===== src/rtl/carrier_gen_multich_pkg.sv =====
// Shared PWM carrier types: count/mask modes, enables, carrier direction.
`ifndef PWMCOUNT_WIDTH
`define PWMCOUNT_WIDTH 16
`endif

package PKG_pwm;

  typedef enum logic [1:0] {
    COUNT_UP     = 2'd0,
    COUNT_DOWN   = 2'd1,
    COUNT_UPDOWN = 2'd2
  } _count_mode;

  typedef enum logic [1:0] {
    NO_MASK     = 2'd0,
    MIN_MASK    = 2'd1,
    MAX_MASK    = 2'd2,
    MINMAX_MASK = 2'd3
  } _mask_mode;

  typedef enum logic {
    PWM_OFF = 1'b0,
    PWM_ON  = 1'b1
  } _pwm_onoff;

  typedef enum logic {
    CARR_OFF = 1'b0,
    CARR_ON  = 1'b1
  } _carr_onoff;

  typedef enum bit {
    CARR_UP   = 1'b0,
    CARR_DOWN = 1'b1
  } _carr_dir;

endpackage


===== src/rtl/carrier_gen_multich_chan.sv =====
// One carrier channel: counter, direction and registered mask strobe.
module carrier_chan
  import PKG_pwm::*;
#(
  parameter int unsigned WIDTH = `PWMCOUNT_WIDTH
) (
  input  logic             clk,
  input  logic             reset,
  input  logic             active_i,
  input  logic             run_i,
  input  logic             load_all_i,
  input  logic [WIDTH-1:0] phase_i,
  input  logic [WIDTH-1:0] period_i,
  input  _carr_dir         phase_dir_i,
  input  _count_mode       count_mode_i,
  input  _mask_mode        mask_mode_i,
  output logic [WIDTH-1:0] carrier_o,
  output _carr_dir         dir_o,
  output logic             maskevent_o,
  output logic             wrap_c_o
);

  logic [WIDTH-1:0] carrier_q, carrier_d;
  logic [WIDTH-1:0] phase_q;
  _carr_dir         dir_q, dir_d;
  logic             mask_q, mask_d;
  logic             load_c;
  logic             at_min_c, at_max_c;

  always_comb begin
    carrier_d = carrier_q;
    dir_d     = dir_q;
    mask_d    = 1'b0;
    load_c    = load_all_i || (phase_i != phase_q);
    at_min_c  = (carrier_q == '0);
    at_max_c  = (carrier_q == period_i);

    if (!active_i) begin
      carrier_d = '0;
      dir_d     = CARR_UP;
    end else begin
      // Strobe reflects the carrier value held during this cycle
      unique case (mask_mode_i)
        NO_MASK:     mask_d = run_i;
        MIN_MASK:    mask_d = run_i && at_min_c;
        MAX_MASK:    mask_d = run_i && at_max_c;
        MINMAX_MASK: mask_d = run_i && (at_min_c || at_max_c);
        default:     mask_d = 1'b0;
      endcase

      if (load_c) begin
        carrier_d = (phase_i > period_i) ? period_i : phase_i;
        case (count_mode_i)
          COUNT_DOWN:   dir_d = CARR_DOWN;
          COUNT_UPDOWN: dir_d = phase_dir_i;
          default:      dir_d = CARR_UP;
        endcase
      end else if (carrier_q > period_i) begin
        // Period shrank under us: clamp instead of wrapping the full range
        carrier_d = period_i;
        dir_d     = (count_mode_i == COUNT_UP) ? CARR_UP : CARR_DOWN;
      end else begin
        case (count_mode_i)
          COUNT_UP: begin
            dir_d     = CARR_UP;
            carrier_d = at_max_c ? '0 : carrier_q + WIDTH'(1);
          end
          COUNT_DOWN: begin
            dir_d     = CARR_DOWN;
            carrier_d = at_min_c ? period_i : carrier_q - WIDTH'(1);
          end
          COUNT_UPDOWN: begin
            if (dir_q == CARR_UP) begin
              if (at_max_c) begin
                carrier_d = (period_i != '0) ? period_i - WIDTH'(1) : '0;
                dir_d     = CARR_DOWN;
              end else begin
                carrier_d = carrier_q + WIDTH'(1);
              end
            end else begin
              if (at_min_c) begin
                carrier_d = WIDTH'(1);
                dir_d     = CARR_UP;
              end else begin
                carrier_d = carrier_q - WIDTH'(1);
              end
            end
          end
          default: carrier_d = carrier_q;
        endcase
      end
    end
  end

  always_ff @(posedge clk) begin
    if (reset) begin
      carrier_q <= '0;
      dir_q     <= CARR_UP;
      mask_q    <= 1'b0;
      phase_q   <= '0;
    end else begin
      carrier_q <= carrier_d;
      dir_q     <= dir_d;
      mask_q    <= mask_d;
      phase_q   <= phase_i;
    end
  end

  assign carrier_o   = carrier_q;
  assign dir_o       = dir_q;
  assign maskevent_o = mask_q;
  assign wrap_c_o    = (carrier_d == '0);

endmodule


===== src/rtl/carrier_gen_multich.sv =====
// Multi-channel phase-shifted PWM carrier generator with shadowed period and resync.
module carrier_gen_multich
  import PKG_pwm::*;
#(
  parameter int unsigned WIDTH = `PWMCOUNT_WIDTH,
  parameter int unsigned NCH   = 4
) (
  input  logic                 clk,
  input  logic                 reset,
  input  logic [WIDTH-1:0]     period,
  input  logic [NCH*WIDTH-1:0] phase,
  input  logic [NCH-1:0]       phase_dir,
  input  _count_mode           count_mode,
  input  _mask_mode            mask_mode,
  input  _pwm_onoff            pwm_onoff,
  input  _carr_onoff           carr_onoff,
  input  logic                 sync_in,
  output logic [NCH*WIDTH-1:0] carrier,
  output logic [NCH-1:0]       dir,
  output logic [NCH-1:0]       maskevent,
  output logic [WIDTH-1:0]     period_act
);

  logic [WIDTH-1:0] period_act_q, period_act_d;
  logic             en_q, run_q, sync_q;
  logic             on_c, en_c, active_c, load_all_c, ch0_upd_c;
  logic [NCH-1:0]   wrap;

  always_comb begin
    on_c         = (pwm_onoff == PWM_ON) && (carr_onoff == CARR_ON);
    en_c         = on_c && (period_act_q != '0);
    active_c     = en_c && en_q;
    load_all_c   = active_c && (!run_q || sync_q);
    // Channel 0 is the reference for the shadow period update point
    ch0_upd_c    = |(wrap & NCH'(1));
    period_act_d = period_act_q;
    if (!(on_c && (period != '0)) || ch0_upd_c) begin
      period_act_d = period;
    end
  end

  always_ff @(posedge clk) begin
    if (reset) begin
      period_act_q <= '0;
      en_q         <= 1'b0;
      run_q        <= 1'b0;
      sync_q       <= 1'b0;
    end else begin
      period_act_q <= period_act_d;
      en_q         <= en_c;
      run_q        <= active_c;
      sync_q       <= sync_in;
    end
  end

  for (genvar g = 0; g < NCH; g++) begin : g_ch
    _carr_dir dir_ch;

    carrier_chan #(
      .WIDTH(WIDTH)
    ) u_chan (
      .clk          (clk),
      .reset        (reset),
      .active_i     (active_c),
      .run_i        (run_q),
      .load_all_i   (load_all_c),
      .phase_i      (phase[g*WIDTH +: WIDTH]),
      .period_i     (period_act_q),
      .phase_dir_i  (_carr_dir'(phase_dir[g])),
      .count_mode_i (count_mode),
      .mask_mode_i  (mask_mode),
      .carrier_o    (carrier[g*WIDTH +: WIDTH]),
      .dir_o        (dir_ch),
      .maskevent_o  (maskevent[g]),
      .wrap_c_o     (wrap[g])
    );

    assign dir[g] = dir_ch;
  end

  assign period_act = period_act_q;

endmodule

===== config.mk =====
export PLATFORM = sky130hd
export DESIGN_NAME = carrier_gen_multich
export DESIGN_NICKNAME = d
export VERILOG_FILES = /design/src/rtl/carrier_gen_multich_pkg.sv /design/src/rtl/carrier_gen_multich_chan.sv /design/src/rtl/carrier_gen_multich.sv
export SDC_FILE = /design/constraint.sdc
export NUM_CORES = 1
export LEC_CHECK = 0
export CAP_MARGIN = 20
export CORE_MARGIN = 5
export CORE_UTILIZATION = 30
export CTS_BUF_LIST = sky130_fd_sc_hd__clkbuf_8
export CTS_CLUSTER_SIZE = 30
export DETAILED_ROUTE_END_ITERATION = 12
export GPL_TIMING_DRIVEN = 0
export HOLD_SLACK_MARGIN = 0.03
export PLACE_DENSITY_LB_ADDON = 0.15
export SLEW_MARGIN = 20
export SYNTH_ARGS = -nofsm -noshare
export SYNTH_HDL_FRONTEND = slang
export SYNTH_SLANG_ARGS = --single-unit
export TNS_END_PERCENT = 1

===== constraint.sdc =====
create_clock -name clk -period 8.4 [get_ports clk]
set_input_delay 1.68 -clock clk [delete_from_list [all_inputs] [get_ports clk]]
set_output_delay 1.68 -clock clk [all_outputs]
set_load 0.01 [all_outputs]

### Word level (Yosys, flattened, before mapping)

Index checks and enable logic that the tools add are counted.

| storage, ports and cells | value |
|---|---|
| register bits | 155 |
| bits in latches | 0 |
| memory bits (writable) | 0 |
| bits in read-only memories | 0 |
| bits of input ports | 93 |
| output and inout port bits | 88 |
| logic and storage cells | 165 |
| memories kept | 0 |

| cells by class | value |
|---|---|
| add/subtract/negate cells | 9 |
| multipliers | 0 |
| div/mod/pow operators | 0 |
| $lt $le $gt $ge | 8 |
| eq/ne operators | 13 |
| shifts and indexed selects | 0 |
| mux-type cells | 71 |
| bitwise logic cells | 1 |
| reductions and logical operators | 43 |

Operators by type and width:

| kind | count |
|---|---|
| 2-to-1 mux 16 bit | 34 |
| case mux 16 bit (3 select lines) | 4 |
| > comparator 16 bit | 8 |
| zero test 16 bit | 5 |
| subtractor 16 x 1 -> 16 bit (second input constant) | 5 |
| adder 16 x 1 -> 16 bit (second input constant) | 4 |
| equality test 16 bit | 4 |
| inequality test 16 bit | 4 |
| nonzero test 16 bit | 2 |
| 2-to-1 mux 1 bit | 21 |
| nonzero test 5 bit | 4 |
| logical AND 1 bit | 17 |
| case mux 1 bit (4 select lines) | 4 |
| case mux 1 bit (3 select lines) | 4 |
| logical OR 1 bit | 10 |
| case mux 1 bit (2 select lines) | 4 |
| equality test 2 bit (second input constant) | 3 |
| equality test 2 x 1 -> 1 bit (second input constant) | 2 |
| zero test 2 bit | 2 |
| zero test 1 bit | 2 |
| OR reduction 2 bit | 1 |
| NOT 1 bit | 1 |

### Logic depth before layout (Yosys ltp)

Gate-level depths: netlist (run 1).

| logic depth | value |
|---|---|
| word-level depth | 10 |
| mapped depth | 18 |
| gate-level depth less buffers | 13 |

### By module

From an unflattened synthesis (run 1), not the netlist that was laid out.

| second synthesis, totals | value |
|---|---|
| cells, all modules | 2507 |
| area total of the unflattened synthesis | 18499.0 um^2 |

Modules (own cells, without submodules):

| module | times used | cells each | area each (um^2) | seq. area each (um^2) |
|---|---|---|---|---|
| carrier_chan at g_ch[1].u_chan | 1 | 611 | 4490.6 | 680.7 |
| carrier_chan at g_ch[3].u_chan | 1 | 624 | 4490.6 | 680.7 |
| carrier_chan at g_ch[2].u_chan | 1 | 592 | 4302.9 | 680.7 |
| carrier_chan at g_ch[0].u_chan | 1 | 586 | 4271.6 | 680.7 |
| carrier_gen_multich | 1 | 94 | 943.4 | 380.4 |

### Least setup slack after synthesis (run 1)

OpenSTA, ideal clock, no wires.

| path | value |
|---|---|
| kind | input to register |
| start point | input phase[7] |
| end point | register period_act_q[0], in the netlist period_act[0] |
| setup time | 0.120 ns |
| data arrival time | 4.929 ns |
| required time | 8.280 ns |
| slack | 3.351 ns |
| stages on the path | 12 |
| cells stage by stage | ha_1 > nand4_1 > or3_1 > o221a_2 > o32ai_2 > a221o_1 > a21oi_1 > or4_4 > a2111oi_4 > a41oi_4 > buf_6 > mux2i_1 |

| on the way | value |
|---|---|
| word-level cells in the longest chain between the ends | 6 |
| elaborated cells on any way between the ends | 8 |

Ends and longest elaborated chain:

| item | line | RTL |
|---|---|---|
| from (decl) | carrier_gen_multich.sv:11 | `input logic [NCH*WIDTH-1:0] phase,` |
| > comparator 16 bit or inequality test 16 bit (tied branches) | carrier_gen_multich_chan.sv:52, carrier_gen_multich_chan.sv:34 |  |
| 2-to-1 mux 16 bit or logical OR 1 bit (tied branches) | carrier_gen_multich_chan.sv:52, carrier_gen_multich_chan.sv:34 |  |
| 2-to-1 mux 16 bit (*) | carrier_gen_multich_chan.sv:51 | `if (load_c) begin` |
| 2-to-1 mux 16 bit (*) | carrier_gen_multich_chan.sv:38 | `if (!active_i) begin` |
| zero test 16 bit (*) | carrier_gen_multich_chan.sv:112 | `assign wrap_c_o = (carrier_d == '0);` |
| logical OR 1 bit (*) | carrier_gen_multich.sv:37 | `if (!(on_c && (period != '0)) \|\| ch0_upd_c) begin` |
| to (signal assigned) | carrier_gen_multich.sv:49 | `period_act_q <= period_act_d;` |
| to (decl) | carrier_gen_multich.sv:24 | `logic [WIDTH-1:0] period_act_q, period_act_d;` |

Every way passes the cells marked *; elsewhere a longest branch is shown, timed or not.
A chain may end at the register's enable or synchronous reset.

### Worst setup path after layout (run 1)

| path | value |
|---|---|
| start point | register period_act_q[1], in the netlist period_act[1] |
| end point | register period_act_q[11], in the netlist period_act[11] |

| on the way | value |
|---|---|
| word-level cells in the longest chain between the ends | 10 |
| elaborated cells on any way between the ends | 21 |

Ends and longest elaborated chain:

| item | line | RTL |
|---|---|---|
| subtractor 16 x 1 -> 16 bit or nonzero test 16 bit (tied branches) | carrier_gen_multich_chan.sv:75, carrier_gen_multich.sv:31 |  |
| 2-to-1 mux 16 bit | carrier_gen_multich_chan.sv:75 | `carrier_d = (period_i != '0) ? period_i - WIDTH'(1) : '0;` |
| 2-to-1 mux 16 bit | carrier_gen_multich_chan.sv:74 | `if (at_max_c) begin` |
| 2-to-1 mux 16 bit | carrier_gen_multich_chan.sv:73 | `if (dir_q == CARR_UP) begin` |
| case mux 16 bit (3 select lines) | carrier_gen_multich_chan.sv:63 | `case (count_mode_i)` |
| 2-to-1 mux 16 bit | carrier_gen_multich_chan.sv:58 | `end else if (carrier_q > period_i) begin` |
| 2-to-1 mux 16 bit | carrier_gen_multich_chan.sv:51 |  |
| 2-to-1 mux 16 bit (*) | carrier_gen_multich_chan.sv:38 |  |
| zero test 16 bit (*) | carrier_gen_multich_chan.sv:112 |  |
| logical OR 1 bit (*) | carrier_gen_multich.sv:37 |  |

Marks and branches as above.

==> flow_metrics.py, run 1 <==
metrics = {
    "setup_path": {
        "reg2reg_depth": 18,
        "cp.required_ps": 8860,
        "critPathArrivalTime_ps": 7740,
        "critPathKind": "flip-flop to flip-flop",
        "start_kind": "flip-flop",
        "path_cells": "clkbuf_1, inv_1, ha_1, or4b_1, clkbuf_1, or3_1, buf_2, nor2_1, clkbuf_1, nor2_1, a21oi_1, o221ai_1, a22oi_1, nand2_1, o21ai_0, a41oi_4, buf_6, mux2i_1",
        "slowest_stage": "inv_1",
        "cpMostUsedCell": "clkbuf_1",
        "worst-r2r-setup-slack_ps": 1120,
        "regToRegEndpoint": "period_act[11]",
        "max_stage_delay_ps": 1070,
        "reg2reg_from": "period_act[1]",
        "end_kind": "flip-flop",
        "crit_fanout": 11,
    },
    "hold_path": {
        "hold_depth": 2,
        "min_from": "g_ch[2].u_chan.carrier_o[9]",
        "hold_path_end": "g_ch[2].u_chan.carrier_o[9]",
        "hp-class": "flip-flop to flip-flop",
    },
    "sta": {
        "period_share_pct": 86.6,
        "rsz0062_at_grt": "no",
        "timing.hold.ws_ps": 643,
        "finalCriticalPeriod_ps": 7280,
        "skew_ps": 20.4,
        "slew_violations": 0,
        "fmax_ghz": 0.137,
        "finalSetupTns_ps": 0,
        "hold_violations": 0,
        "slew_headroom_pct": 18.0,
        "setup-violations-final": 0,
        "worstMarginPinSlew_ps": 1230,
    },
    "cells_and_area": {
        "drive_gt1_share_pct": 3.45,
        "final_core_util_pct": 36.4,
        "design_area_um2": 19200,
        "area_growth_pct": 19.6,
        "fin_nets": 2632,
    },
    "grt": {
        "grt-ovfl-total": 0,
        "antenna_found_initial": 2,
        "grt_max_degree": 17,
        "grt_use_total_pct": 30.3,
        "grt_pass1_wl_um": 128000,
        "grt_pass1_vias": 18300,
    },
    "drt": {
        "wirelength_um": 91400,
        "routedWlPerCell_um": 29.5,
        "drtIter0Drc": 2347,
        "antenna_left": 0,
        "via_count": 19200,
        "route.detailed.drc": 0,
        "vias_per_cell": 6.19,
        "firstDrtPassIters": 6,
    },
    "yosys": {
        "syn-num-nets": 2428,
        "avgSynthCellArea_um2": 7.33,
        "synthArstFlopShare_pct": 0,
        "ys_ff_latch": 155,
        "synthFlopType": "dfxtp_1",
        "yosysSeqAreaShare_pct": 19.3,
        "ys_warn_count": 0,
        "syn_area_um2": 16100,
        "ys_types": 78,
        "netlist_top_cells_area": "dfxtp_1 (19%), ha_1 (11%), xnor2_1 (6.5%)",
        "synthCells": 2190,
        "synthDominantCellAreaShare_pct": 19.3,
        "yosysTopAreaCell": "dfxtp_1",
        "synth_edf_count": 0,
    },
    "run": {
        "maxCapViolCount": 0,
    },
    "floorplanning": {
        "dieHeight_um": 241,
        "num_rows": 84,
        "io_pins": 181,
        "start_util_pct": 30.4,
        "die-area_um2": 58200,
        "core_um2": 52800,
        "die_w_um": 241,
    },
    "cts": {
        "clk_latency_ps": 580,
        "clk_pin_slew_ps": 100,
        "h-tree-depth": 4,
        "ctsRootBufferMaster": "clkbuf_8",
        "cts_resized": 0,
        "cts_made_buffers": 17,
        "clock_path_buffers": 2,
        "clock_sinks": 155,
        "cts-hold-fix-buffers": 0,
        "cts_tree": "done",
        "cts_setup_buffers": 0,
    },
    "power_and_ir_drop": {
        "p_per_area_nw_per_um2": 116,
        "pwr-share-clk_pct": 29.4,
        "power.switching_uw": 898,
        "peakVddDrop_uv": 137,
        "power_frac_seq_pct": 35.1,
        "pwr-share-comb_pct": 35.6,
        "p_sw_share_pct": 40.3,
        "power_mw": 2.23,
        "internal_power_mw": 1.33,
        "leakage_nw": 7.18,
    },
    "run_status": {
        "status": "complete, no violations",
    },
    "place": {
        "placed_area_um2": 18800,
        "port_buffers": 180,
        "hpwl_um": 67100,
        "gp_congestion": 0.991,
    },
}
==> routing by layer <==
layer / vias up / GRT usage (%) / part of all wire (%) / routed length, um
met1: 9458 / 40.6 / 43 / 39000
met4: 0 / 14.7 / 5.0 / 4610
met2: 1033 / 47.7 / 45 / 40900
met5: - / 0 / 0 / 0
li1: 8474 / - / - / -
met3: 212 / 4.64 / 7.5 / 6880
==> flip-flops by register name, indices dropped and copies added, names as in the netlist <==
signal                   count
g_ch.u_chan.carrier_o       64
g_ch.u_chan.maskevent_o      4
en_q                         1
period_act                  16
g_ch.u_chan.dir_o            4
sync_q                       1
run_q                        1
g_ch.u_chan.phase_q         64
==> per-stage QoR <==
| step | setup slack, ps | std cells |
|---|---|---|
| 2_1_floorplan | 3350 | 2190 |
| 3_3_place_gp | 193 | 3058 |
| 3_5_place_dp | 1470 | 3063 |
| 4_1_cts | 1420 | 3095 |
| 5_1_grt | 1230 | 3095 |
| 6_report | 1120 | 3099 |
==> cells in the mapped netlist (5+ instances only) <==
master / instances
o22ai_1: 29
dfxtp_1: 155
and4_1: 9
a221o_1: 11
o211ai_1: 16
a22oi_1: 13
nand2_1: 164
nand3_1: 60
o41ai_1: 5
ha_1: 145
or2_2: 10
o221ai_1: 32
o21a_1: 26
and2_1: 8
xor2_1: 50
nor2_1: 198
and3_1: 12
a2111oi_0: 6
mux2i_1: 43
nor4_1: 32
inv_1: 57
clkbuf_1: 158
a221oi_1: 38
xnor2_1: 119
or3_1: 19
buf_4: 9
a2bb2oi_1: 11
nand2b_1: 40
nor3_1: 65
a211o_1: 8
a211oi_1: 40
a21o_1: 27
or4_1: 13
a31oi_1: 20
o32ai_1: 7
buf_1: 12
nor2b_1: 79
a21oi_1: 170
nand4_1: 59
o31ai_1: 11
o21ai_0: 142
==> logic make-up (layout without fill, tap and decap cells) <==
group | Yosys count | in the layout | synth area share, %
DFF | 155 | 155 | 19.3
and+or+nand+nor | 785 | 785 | 24.5
muxes | 47 | 47 | 2.96
xor gates and xnor gates | 169 | 169 | 9.22
other | 0 | 4 | 0
AOI/OAI and AO/OA | 648 | 648 | 26.8
buffers and inverters | 241 | 458 | 5.90
adders and majority gates | 145 | 145 | 11.3
==> worst max-delay path: cells and delay by family, from the launching register on <==
family / cells / cell delay [ps]
flip-flops: 1 / 350
multiplexers: 1 / 130
AND/OR/NAND/NOR: 5 / 1930
adder cells (fa/ha/maj): 1 / 440
buffers and inverters: 6 / 2860
AO/OA/AOI/OAI: 5 / 1410
==> power groups by stage <==
stage               Sequential (mW)  Clock, mW  Combinational [mW]
detailed placement            0.798          0               0.764
global placement              0.798          0               0.755
global route                  0.783      0.693               0.833
floorplan                     0.792          0               0.430
finish                        0.782      0.655               0.793
CTS                           0.781      0.672               0.768
==> layout by cell type (no fill, tap or decap), types with 65 or more instances in the layout <==
cell / count
nor2b_1: 79
nor2_1: 198
clkdlybuf4s50_1: 180
dfxtp_1: 154
ha_1: 145
clkbuf_1: 155
o21ai_0: 140
a21oi_1: 170
xnor2_1: 119
nand2_1: 164
nor3_1: 65
==> final cells by class <==
cell class / count / area [um^2]
clock buffers: 18 / 248
flip-flops and latches: 155 / 3100
well taps: 688 / 861
plain buffers: 181 / 726
fillers: 5711 / 33600
diodes: 4 / 10.0
repair buffers: 185 / 1840
inverters: 60 / 225
clock inverters: 14 / 169
multi-input cells: 1794 / 12000
==> worst max-delay path by stage <==
stage	to	startpoint	cells after the start	slack [ps]
6_report	period_act[11]	period_act[1]	18	1120
5_1_grt	period_act[11]	period_act[1]	18	1230
4_1_cts	period_act[11]	period_act[1]	18	1420
3_5_place_dp	period_act[11]	period_act[1]	18	1470
3_3_place_gp	period_act[11]	period_act[11]	15	190
2_1_floorplan	period_act[0]	phase[7]	12	3350
(Power assumes the default switching activity.)
==> run 2, diff against run 1 <==
DONT_BUFFER_PORTS = 1   (was unset)
clock period = 6.4 ns   (was 8.4 ns; I/O delays follow)
==> flow_metrics.py, run 2 (synthesis gave the netlist of run 1 again) <==
metrics = {
    "run_status": {
        "status": "finished with violations",
        "violations": "setup timing",
    },
    "power_and_ir_drop": {
        "p_per_area_nw_per_um2": 154,
        "power_frac_seq_pct": 38.2,
        "pwr-share-clk_pct": 27.0,
        "leakage_nw": 6.57,
        "internal_power_mw": 1.58,
        "peakVddDrop_uv": 148,
        "power.switching_mw": 1.12,
        "pwr-share-comb_pct": 34.8,
        "p_sw_share_pct": 41.4,
    },
    "cells_and_area": {
        "drive_gt1_share_pct": 4.73,
        "final_cell_mix": "nor2_1 (198), a21oi_1 (170), nand2_1 (164)",
        "multi_input_area_um2": 12000,
        "fin_nets": 2468,
        "final_common_cell": "nor2_1",
        "area_growth_pct": 9.17,
        "design_area_um2": 17500,
        "seq_area_um2": 3100,
        "nFillCells": 5726,
    },
    "sta": {
        "finalCriticalPeriod_ps": 6410,
        "setup_ws_ps": -13.3,
        "period_share_pct": 100,
        "slew_headroom_pct": 17.0,
        "hold_violations": 0,
        "rsz0062_at_grt": "no",
        "skew_ps": 17.7,
        "worstMarginPinSlew_ps": 1250,
        "fmax_ghz": 0.156,
        "slew_violations": 0,
        "setup-violations-final": 1,
    },
    "setup_path": {
        "slowest_stage": "clkbuf_1",
        "critPathKind": "flip-flop to flip-flop",
        "cp.buffers_inverters": 5,
        "path_cells": "clkbuf_1, inv_2, ha_1, nand4_1, or4_1, clkbuf_1, clkbuf_1, nand2_1, o2111a_1, a221o_1, or4_4, a2111oi_4, a41oi_4, buf_6, mux2i_1",
        "end_kind": "flip-flop",
        "max_stage_delay_ps": 920,
        "cp.required_ps": 6890,
        "critPathArrivalTime_ps": 6900,
        "cpMostUsedCell": "clkbuf_1",
        "start_kind": "flip-flop",
        "crit_family": "buffers and inverters",
        "crit_fanout": 13,
    },
    "floorplanning": {
        "core_um2": 52800,
        "start_util_pct": 30.4,
        "dieHeight_um": 241,
        "die_w_um": 241,
        "die-area_um2": 58200,
        "io_pins": 181,
        "num_rows": 84,
    },
    "place": {
        "port_buffers": 0,
        "placed_area_um2": 17000,
        "gp_congestion": 0.976,
        "pre_cts_ws_ps": -455,
        "hpwl_um": 66700,
    },
    "cts": {
        "clock_path_buffers": 2,
        "clk_latency_ps": 580,
        "h-tree-depth": 4,
        "clock_sinks": 155,
        "ctsRootBufferMaster": "clkbuf_8",
        "cts_tree": "done",
        "cts_made_buffers": 17,
        "clk_pin_slew_ps": 90,
    },
    "drt": {
        "route.detailed.drc": 0,
        "via_count": 18500,
        "routedWlPerCell_um": 30.8,
        "firstDrtPassIters": 6,
        "antenna_left": 0,
        "drtIter0Drc": 2454,
        "vias_per_cell": 6.31,
        "wirelength_um": 90300,
    },
    "grt": {
        "grt_use_total_pct": 29.9,
        "grt_pass1_wl_um": 126000,
        "grt_max_degree": 17,
        "antenna_found_initial": 3,
        "grt-ovfl-total": 0,
        "grt_pass1_vias": 17100,
    },
    "hold_path": {
        "hp-class": "flip-flop to flip-flop",
    },
    "run": {
        "maxCapViolCount": 0,
    },
}
-- run 2: cell count changes in the layout (fill, tap and decap cells not counted), sizes merged --
cell,before,now
inv,63,55
clkinvlp,4,9
clkdlybuf4s50,180,0
diode,4,1
buf,28,44
clkbuf,176,177
bufinv,3,0
clkinv,4,9
-- run 2: worst min-delay path: stages, from the launching register on --
cell and delay [ps]:
dfxtp_1 460, nand3_1 130, a21oi_1 60
-- run 2: stage by stage --
step	hold WS (ps)	util (%)	TNS, ps	cells	power (mW)
after floorplan	478	-	0	2190	1.60
after global placement	658	32.1	-34830	2878	1.93
after detailed placement	648	32.3	-6960	2885	1.94
after CTS	673	33.1	0	2928	2.69
after global routing	704	33.2	0	2931	2.80
final	689	33.2	-13.3	2932	2.70
-- run 2: layout make-up --
| class | count | area share, % |
|---|---|---|
| antenna | 1 | 0.0143 |
| buffer | 181 | 4.14 |
| clock buffer | 19 | 1.49 |
| clock inverter | 13 | 0.457 |
| inverter | 60 | 1.40 |
| multi-input combinational | 1794 | 68.7 |
| sequential | 155 | 17.7 |
| tap | 688 | 4.91 |
| timing repair buffer | 21 | 1.20 |
-- run 2: path summary, 6_finish.rpt --
kind / from / endpoint / slack [ps] / cells past startpoint
max: period_act[3] / period_act[13] / -10 / 15
min: g_ch[2].u_chan.carrier_o[9] / g_ch[2].u_chan.carrier_o[9] / 690 / 2
max reg2reg: period_act[3] / period_act[13] / -10 / 15
min reg2reg: g_ch[2].u_chan.carrier_o[9] / g_ch[2].u_chan.carrier_o[9] / 690 / 2
-- run 2: power groups by stage --
stage | Combinational, mW | Clock [mW] | Sequential [mW]
detailed placement | 0.891 | 0 | 1.05
global placement | 0.874 | 0 | 1.05
floorplan | 0.565 | 0 | 1.04
global route | 0.990 | 0.779 | 1.03
finish | 0.942 | 0.730 | 1.03
CTS | 0.906 | 0.749 | 1.03
-- run 2: repair_timing --
item | CTS | global route
setup endpoints to repair | 50 | 25
gates resized for setup | 6 | 6
buffers inserted | 11 | 3
hold buffers | 0 | 0
gates cloned | 0 | 0
-- run 2: per-layer routing --
metal	up-vias	part of all wire, %	GRT usage (%)
li1	8130	-	-
met1	8932	41	39.7
met2	1196	44	46.7
met3	225	9.8	6.39
met4	4	4.9	13.5
met5	-	0.028	0
